[src/rtl/order_loader_pkg.sv]
// Shared constants, order-entry field indices and FSM encoding for the conv order table.
package conv_order_pkg;

  localparam int DATA_W          = 32;
  localparam int WORDS_PER_ORDER = 32;
  localparam int ORDER_DEPTH     = 128;
  localparam int ADDR_W          = 7;
  localparam int ENTRY_W         = DATA_W * WORDS_PER_ORDER;
  localparam int WCNT_W          = $clog2(WORDS_PER_ORDER);

  // Entry count is 8 bits wide so that a completely full table is expressible.
  localparam logic [7:0] ORDER_DEPTH_N = 8'(ORDER_DEPTH);

  localparam int ORDER_F_ORDER                    = 0;
  localparam int ORDER_F_FEATURE_INPUT_BASE_ADDR  = 1;
  localparam int ORDER_F_FEATURE_INPUT_PATCH_NUM  = 2;
  localparam int ORDER_F_FEATURE_OUTPUT_PATCH_NUM = 3;
  localparam int ORDER_F_FEATURE_DOUBLE_PATCH     = 4;
  localparam int ORDER_F_FEATURE_PATCH_NUM        = 5;
  localparam int ORDER_F_ROW_SIZE                 = 6;
  localparam int ORDER_F_COL_SIZE                 = 7;
  localparam int ORDER_F_WEIGHT_QUANT_SIZE        = 8;
  localparam int ORDER_F_FEA_IN_QUANT_SIZE        = 9;
  localparam int ORDER_F_FEA_OUT_QUANT_SIZE       = 10;
  localparam int ORDER_F_STRIDE                   = 11;
  localparam int ORDER_F_RETURN_ADDR              = 12;
  localparam int ORDER_F_RETURN_PATCH_NUM         = 13;
  localparam int ORDER_F_PADDING_SIZE             = 14;
  localparam int ORDER_F_WEIGHT_DATA_LENGTH       = 15;
  localparam int ORDER_F_ACTIVATE                 = 16;
  localparam int ORDER_F_ID                       = 17;

  typedef enum logic [1:0] {
    IDLE  = 2'd0,
    LOAD  = 2'd1,
    WRITE = 2'd2,
    DONE  = 2'd3
  } state_t;

endpackage

[src/rtl/order_loader_if.sv]
// Word stream in, order-table write port out. The loader uses the slave side,
// the host/DMA path and the table use the master side.
interface order_loader_if;
  import conv_order_pkg::*;

  logic [DATA_W-1:0]  s_data;
  logic               s_valid;
  logic               s_ready;
  logic               wr_en;
  logic [ADDR_W-1:0]  wr_addr;
  logic [ENTRY_W-1:0] wr_data;

  modport master (
    output s_data, s_valid,
    input  s_ready, wr_en, wr_addr, wr_data
  );

  modport slave (
    input  s_data, s_valid,
    output s_ready, wr_en, wr_addr, wr_data
  );

endinterface

[src/rtl/order_loader_word_assembler.sv]
// Collects stream words into the slots of one order entry; entry_nxt already includes
// the word being loaded this cycle so the parent can capture a finished entry with no extra cycle.
module order_word_assembler
  import conv_order_pkg::*;
(
  input  logic               system_clk,
  input  logic               rst_n,
  input  logic               clear,
  input  logic               load,
  input  logic [DATA_W-1:0]  word,
  output logic               last,
  output logic [ENTRY_W-1:0] entry_nxt
);

  logic [WORDS_PER_ORDER-1:0][DATA_W-1:0] slots;
  logic [WORDS_PER_ORDER-1:0][DATA_W-1:0] slots_nxt;
  logic [WCNT_W-1:0]                      word_cnt;

  always_comb begin
    slots_nxt           = slots;
    slots_nxt[word_cnt] = word;
  end

  assign entry_nxt = slots_nxt;
  assign last      = (word_cnt == WCNT_W'(WORDS_PER_ORDER - 1));

  always_ff @(posedge system_clk or negedge rst_n) begin
    if (!rst_n) begin
      slots    <= '0;
      word_cnt <= '0;
    end else if (clear) begin
      word_cnt <= '0;
    end else if (load) begin
      slots    <= slots_nxt;
      word_cnt <= last ? '0 : word_cnt + WCNT_W'(1);
    end
  end

endmodule

[src/rtl/order_loader.sv]
// Packs WORDS_PER_ORDER stream words per order entry and writes entries to addresses 0..n-1;
// wr_en one cycle after an entry's last word, done pulse one cycle later; s_ready only in LOAD.
module order_loader
  import conv_order_pkg::*;
(
  input  logic                 system_clk,
  input  logic                 rst_n,
  input  logic                 load_start,
  input  logic [7:0]           load_entry_num,
  input  logic                 load_abort,
  order_loader_if.slave        bus,
  output logic                 busy,
  output logic                 load_done,
  output logic                 task_start,
  output logic                 load_error
);

  state_t             state;
  state_t             state_nxt;
  logic [7:0]         entry_num;
  logic [7:0]         entry_cnt;
  logic [ADDR_W-1:0]  wr_addr_q;
  logic [ENTRY_W-1:0] wr_data_q;
  logic [ENTRY_W-1:0] entry_nxt;
  logic               load_error_q;
  logic               asm_load;
  logic               asm_clear;
  logic               asm_last;
  logic               start_ok;
  logic               start_err;
  logic               entry_last;

  assign entry_last = (({1'b0, entry_cnt} + 9'd1) == {1'b0, entry_num});

  always_comb begin
    state_nxt = state;
    asm_load  = 1'b0;
    asm_clear = 1'b0;
    start_ok  = 1'b0;
    start_err = 1'b0;
    case (state)
      IDLE: begin
        if (load_start) begin
          if (load_entry_num == 8'd0) begin
            state_nxt = DONE;
          end else if (load_entry_num > ORDER_DEPTH_N) begin
            start_err = 1'b1;
          end else begin
            state_nxt = LOAD;
            start_ok  = 1'b1;
            asm_clear = 1'b1;
          end
        end
      end
      LOAD: begin
        if (bus.s_valid) begin
          asm_load = 1'b1;
          if (asm_last) begin
            state_nxt = WRITE;
          end
        end
      end
      WRITE:   state_nxt = entry_last ? DONE : LOAD;
      DONE:    state_nxt = IDLE;
      default: state_nxt = IDLE;
    endcase
    // Abort overrides everything decided above, including a same-cycle handshake.
    if (load_abort) begin
      state_nxt = IDLE;
      asm_load  = 1'b0;
      asm_clear = 1'b1;
      start_ok  = 1'b0;
      start_err = 1'b0;
    end
  end

  always_ff @(posedge system_clk or negedge rst_n) begin
    if (!rst_n) begin
      state        <= IDLE;
      entry_num    <= '0;
      entry_cnt    <= '0;
      wr_addr_q    <= '0;
      wr_data_q    <= '0;
      load_error_q <= 1'b0;
    end else begin
      state        <= state_nxt;
      load_error_q <= start_err;
      if (load_abort) begin
        entry_cnt <= '0;
      end else if (start_ok) begin
        entry_num <= load_entry_num;
        entry_cnt <= '0;
      end else if (state == WRITE) begin
        entry_cnt <= entry_cnt + 8'd1;
      end
      // Capture on the edge that enters WRITE so the write appears the very next cycle.
      if (state_nxt == WRITE) begin
        wr_addr_q <= entry_cnt[ADDR_W-1:0];
        wr_data_q <= entry_nxt;
      end
    end
  end

  order_word_assembler u_asm (
    .system_clk (system_clk),
    .rst_n      (rst_n),
    .clear      (asm_clear),
    .load       (asm_load),
    .word       (bus.s_data),
    .last       (asm_last),
    .entry_nxt  (entry_nxt)
  );

  assign bus.s_ready = (state == LOAD);
  assign bus.wr_en   = (state == WRITE);
  assign bus.wr_addr = wr_addr_q;
  assign bus.wr_data = wr_data_q;
  assign busy        = (state != IDLE);
  assign load_done   = (state == DONE);
  assign task_start  = (state == DONE);
  assign load_error  = load_error_q;

endmodule

[src/flat_wrapper.sv]
// flat-port wrapper written by rule: the top's interface ports become plain ports
module order_loader_flat import conv_order_pkg::*;
  (system_clk, rst_n, load_start, load_entry_num, load_abort, busy, load_done, task_start, load_error, bus_s_data, bus_s_valid, bus_s_ready, bus_wr_en, bus_wr_addr, bus_wr_data);
  order_loader_if bus_i ();
  input  logic system_clk;
  input  logic rst_n;
  input  logic load_start;
  input  logic [7:0] load_entry_num;
  input  logic load_abort;
  output logic busy;
  output logic load_done;
  output logic task_start;
  output logic load_error;
  input wire logic [$bits(bus_i.s_data)-1:0] bus_s_data;
  input wire logic [$bits(bus_i.s_valid)-1:0] bus_s_valid;
  output wire logic [$bits(bus_i.s_ready)-1:0] bus_s_ready;
  output wire logic [$bits(bus_i.wr_en)-1:0] bus_wr_en;
  output wire logic [$bits(bus_i.wr_addr)-1:0] bus_wr_addr;
  output wire logic [$bits(bus_i.wr_data)-1:0] bus_wr_data;
  assign bus_i.s_data = bus_s_data;
  assign bus_i.s_valid = bus_s_valid;
  assign bus_s_ready = bus_i.s_ready;
  assign bus_wr_en = bus_i.wr_en;
  assign bus_wr_addr = bus_i.wr_addr;
  assign bus_wr_data = bus_i.wr_data;
  order_loader u_core (.system_clk(system_clk), .rst_n(rst_n), .load_start(load_start), .load_entry_num(load_entry_num), .load_abort(load_abort), .bus(bus_i), .busy(busy), .load_done(load_done), .task_start(task_start), .load_error(load_error));
endmodule
[config.mk]
export PLATFORM = sky130hd
export DESIGN_NAME = order_loader_flat
export DESIGN_NICKNAME = d
export VERILOG_FILES = /design/src/rtl/order_loader_pkg.sv /design/src/rtl/order_loader_if.sv /design/src/rtl/order_loader_word_assembler.sv /design/src/rtl/order_loader.sv /design/src/flat_wrapper.sv
export SDC_FILE = /design/constraint.sdc
export NUM_CORES = 2
export LEC_CHECK = 0
export ABC_CLOCK_PERIOD_IN_PS = 5500
export CAP_MARGIN = 40
export CORE_AREA = 5 5 428 430
export CTS_CLUSTER_DIAMETER = 30
export CTS_CLUSTER_SIZE = 8
export DETAILED_ROUTE_END_ITERATION = 6
export DIE_AREA = 0 0 433 435
export DONT_BUFFER_PORTS = 1
export MAX_ROUTING_LAYER = met4
export PLACE_DENSITY_LB_ADDON = 0.05
export SLEW_MARGIN = 10
export SYNTH_ARGS = -nofsm -noshare
export SYNTH_HDL_FRONTEND = slang
export SYNTH_SLANG_ARGS = --single-unit
[constraint.sdc]
create_clock -name system_clk -period 5.5 [get_ports system_clk]
set_input_delay 1.1 -clock system_clk [delete_from_list [all_inputs] [get_ports system_clk]]
set_output_delay 1.1 -clock system_clk [all_outputs]
set_load 0.02 [all_outputs]
==> impl.org <==
** Min path
- Classification of the worst-slack hold path :: input pin to asynchronous set/reset pin

** Die
- DIE HEIGHT :: 435 um
- The floorplan has between 150 and 200 rows.
- Die outline area :: 0.188 mm^2
- Chip Width :: between 400 and 500 um
- around 1,100 I/O pins were placed.
- For this configuration, the core starts out at a cell density of 0.643.
- Core region area :: between 0.15 and 0.2 mm^2

** Synthesis
- Cell with the most instances after synthesis :: dfrtp_1
- Yosys cell types :: 51
- The number of nets handed over by synthesis was ~12,000.
- After synthesis, the largest family of logic cells by area is multiplexers.
- Of the total synthesized cell area, the portion taken by full adders, half adders and majority gates is 0.000650.
- The share of synthesized area in the top cell type comes to 0.451.
- The synthesized-area fraction occupied by ao, oa, aoi and oai cells was 0.181.
- Counting instances in the post-synthesis netlist gives the leading cell types as 2,079 x dfrtp_1, 1,158 x clkbuf_1, 1,045 x nor2_1.
- After synthesis, the share of flip-flops with an asynchronous set or reset is 1.00.
- Number of enable flip-flop cells after synthesis :: 0
- Cell types with the largest area share after synthesis :: dfrtp_1 45%, mux2_2 9.8%, mux2i_1 8.9%, a211oi_1 6.2%, o31ai_1 6.2%
- The most used flip-flop cell after synthesis is dfrtp_1.
- The share of the Yosys chip area taken by registers is 0.451.
- In this run the cell area of the synthesized design comes to approximately 0.12 mm^2.
- Post-synthesis register bit count :: ~2,100
- Of the total synthesized cell area, the portion taken by XOR and XNOR cells is 0.00152.
- Syn_area_per_cell :: around 9.7 um^2
- Yosys printed 0 warnings.
- Counting every instance in the synthesized netlist gives approximately 12,000.
- The portion of synthesized area spent on multiplexers is 0.189.
- Simple-gate portion of the synthesized area :: 0.0941
- Library cell occupying the most area in the post-synthesis netlist :: dfrtp_1

** Clocking
- Clock sink count :: about 2,100
- Clock tree from TritonCTS :: yes
- CTS placed an instance of clkbuf_16 at the clock tree root.
- TritonCTS Buffers :: 530
- H-tree Lvls :: 6
- Number of buffers inserted by post-CTS setup repair :: 0
- After clock tree synthesis, the clock-pin slew on the worst setup and hold paths is 0.05 ns.
- Number of buffers on the longest clock path :: 4
- Insertion delay of the later-clocked pin in the worst-skew pair :: between 0.9 and 1 ns
- Post-CTS Resized :: 0

** Worst setup path
- Critical path type :: input pin to register
- The startpoint identified for the worst register-to-register timing path is u_core.state[0].
- In this run the worst path has a maximum fanout of between 900 and 1,000.
- The endpoint identified for the worst register-to-register timing path is u_core.bus.wr_data[319].
- At the worst endpoint, the required time is approximately 6.3 ns.
- Capturing element type of the critical path :: register
- Setup slack on the worst reg-to-reg path comes out at between 1 and 1.5 ns.
- The number of cells on the worst reg-to-reg path is 9.
- STA classifies the critical path startpoint as an input pin.
- Critical path arrival :: about 5.4 ns

** STA
- Final Setup Violations :: 0
- Skew final :: between 0.04 and 0.05 ns
- The final max-slew violation count is about 720.
- The worst path in the final design needs a cycle of approximately 4.6 ns, including I/O delays and setup.
- Fin crit share :: 0.841
- The hold violation total from the final report came to 0.
- Static timing analysis puts the maximum clock frequency at approximately 220 MHz.
- Fin Setup TNS :: 0 ns
- Max transition margin :: -1.32
- Unrepaired setup endpoints after global routing :: no
- For the pin with the worst max-slew slack, the measured transition is between 3 and 4 ns.

** Power and ir drop
- VDD sags by at most about 0.00043 V.
- Sum of internal, switching and leakage power :: 0.0721 W
- Of the total power, the clock network draws 0.429.
- Static Leakage :: roughly 63 nW
- Internal cell power :: 0.0446 W
- For this design the ratio of total power to cell area is about 540 mW/mm^2.
- Net Sw Power :: 0.0275 W
- Of the total power, the share spent switching nets is 0.381.
- The share of total power dissipated in combinational logic is 0.183.
- Relative contribution of sequential cells to total power :: 0.387

** Status
- The run finished, with violations left.
- The checks that failed: design-rule violations, max-slew violations.

** Run
- Number of maximum-capacitance constraint violations :: 0

** Routing
- Number of nets with antenna violations after detailed routing :: 0
- Total routed wirelength :: between 400,000 and 500,000 um
- Using the TritonRoute via totals, the vias-per-cell ratio works out to approximately 7.3.
- Post-route DRC :: 2
- Number of search-and-repair iterations in the first detailed-routing pass :: 7
- The detailed router finished its first iteration with around 13,000 violations.
- Post-detailed-route wirelength per cell :: between 30 and 40 um
- Summing over every cut layer, the via total after detailed routing is 102,000.

** Cells and area
- For this run, the post-layout net count is approximately 11,000.
- Fraction of final layout cells with drive strength greater than 1 :: 0.182
- For this run, the share of the core covered by cells in the final layout is 0.745.
- Compared with the post-synthesis result, the final layout area differs by 15.7%.

** GRT
- Initial antenna violation count :: 7
- GRT overflow :: 0
- The number of global-route vias before repair is ~100,000.
- Maximum number of pins on one net before global-route repair :: slightly below 1,000
- GRT Resource Usage Total :: 0.478
- The first global-routing pass estimated 669,000 um of wire.

** Placement
- Sum of net half-perimeters after detailed placement :: 231,000 um
- Weighted congestion reported at the end of routability-driven placement :: between 0.8 and 0.9
- Count of buffers inserted at the top-level ports :: 0
## placed cells by master (no fill, tap or decap), types with 26 or more instances in the layout
cell type / synthesis / layout
dfrtp_1: 2079 / 2076
nor2_1: 1045 / 1040
mux2i_1: 1024 / 1024
mux2_2: 1004 / 1004
a21oi_1: 964 / 963
inv_1: 961 / 961
nor4_1: 957 / 957
a211oi_1: 957 / 956
o31ai_1: 956 / 956
clkbuf_16: 0 / 556
buf_4: 10 / 109
nand2_1: 101 / 96
clkinv_2: 0 / 95
clkbuf_8: 0 / 91
clkbuf_1: 1158 / 86
o21ai_0: 75 / 75
a21boi_0: 75 / 75
a221oi_1: 75 / 75
buf_12: 0 / 74
bufinv_16: 0 / 45
mux2_1: 28 / 28
buf_16: 0 / 26
## how the worst max path moves through the flow
stage	from	endpoint	slack, ns	cells after the start
5_1_grt	u_core.state[0]	u_core.bus.wr_data[815]	1.07	9
6_report	load_abort	u_core.bus.wr_data[911]	0.88	6
3_5_place_dp	rst_n	u_core.u_asm.slots[931]	1.06	4
3_3_place_gp	load_entry_num[1]	u_core.bus.wr_data[948]	1.02	6
2_1_floorplan	load_entry_num[2]	u_core.bus.wr_data[1000]	2.37	10
4_1_cts	u_core.state[0]	u_core.bus.wr_data[961]	1.35	9
## cell type report
| class | instances | area [um^2] |
|---|---|---|
| inverters | 962 | 3620 |
| multi-input cells | 7382 | 54200 |
| repair buffers | 211 | 3030 |
| flip-flops and latches | 2079 | 52000 |
| clock inverters | 184 | 2210 |
| fillers | 12400 | 45800 |
| clock buffers | 733 | 15500 |
| well taps | 2370 | 2970 |
| diodes | 11 | 27.5 |
## registers in the layout (all words and copies together) (netlist names)
name                   count
u_core.entry_num           8
u_core.bus.wr_addr         7
u_core.state               2
u_core.bus.wr_data      1024
u_core.entry_cnt           8
u_core.u_asm.word_cnt      5
u_core.u_asm.slots      1024
u_core.load_error          1
## power groups by stage
stage	combinational, W	clock, W	sequential, W
2_1_floorplan	0.0101	0	0.0244
3_3_place_gp	0.0119	0	0.0277
3_5_place_dp	0.0127	0	0.0277
4_1_cts	0.0129	0.0309	0.0275
5_1_grt	0.0145	0.0318	0.0279
6_report	0.0132	0.0309	0.0279
## stage by stage
step / area [um^2] / instances / hold WS (ns) / setup WS (ns)
floorplan: 115000 / 11900 / 0.464 / 2.37
global placement: 115000 / 13000 / 0.473 / 1.02
detailed placement: 116000 / 13000 / 0.481 / 1.06
CTS: 133000 / 13900 / 0.226 / 1.35
global route: 134000 / 13900 / 0.0999 / 1.07
finish: 134000 / 13900 / 0.0828 / 0.875
## cell families (layout without fill, tap and decap cells)
group,count (synthesis),in the layout
AOI/OAI and AO/OA,3117,3117
buffers and inverters,2446,2090
and+or+nand+nor,2183,2183
DFF,2079,2079
muxes,2056,2056
xor gates and xnor gates,20,20
adders and majority gates,6,6
other,0,11
## layer usage
layer	GRT usage	share of wire
met4	0.404	0.10
met3	0.149	0.12
met2	0.658	0.43
met5	-	0
met1	0.570	0.35
## worst max-delay path, cell delays in order
cell and delay [ns]:
inv_8 1.01, buf_4 0.62, buf_12 0.49, a21oi_1 0.24
a211oi_1 0.36, o31ai_1 0.12
## timing repair
| action | in CTS | in global routing |
|---|---|---|
| endpoints found under the hold margin | 188 | 0 |
| hold buffers | 1 | 0 |
| endpoints found under the setup margin | 0 | 0 |
(Power assumes the default switching activity.)
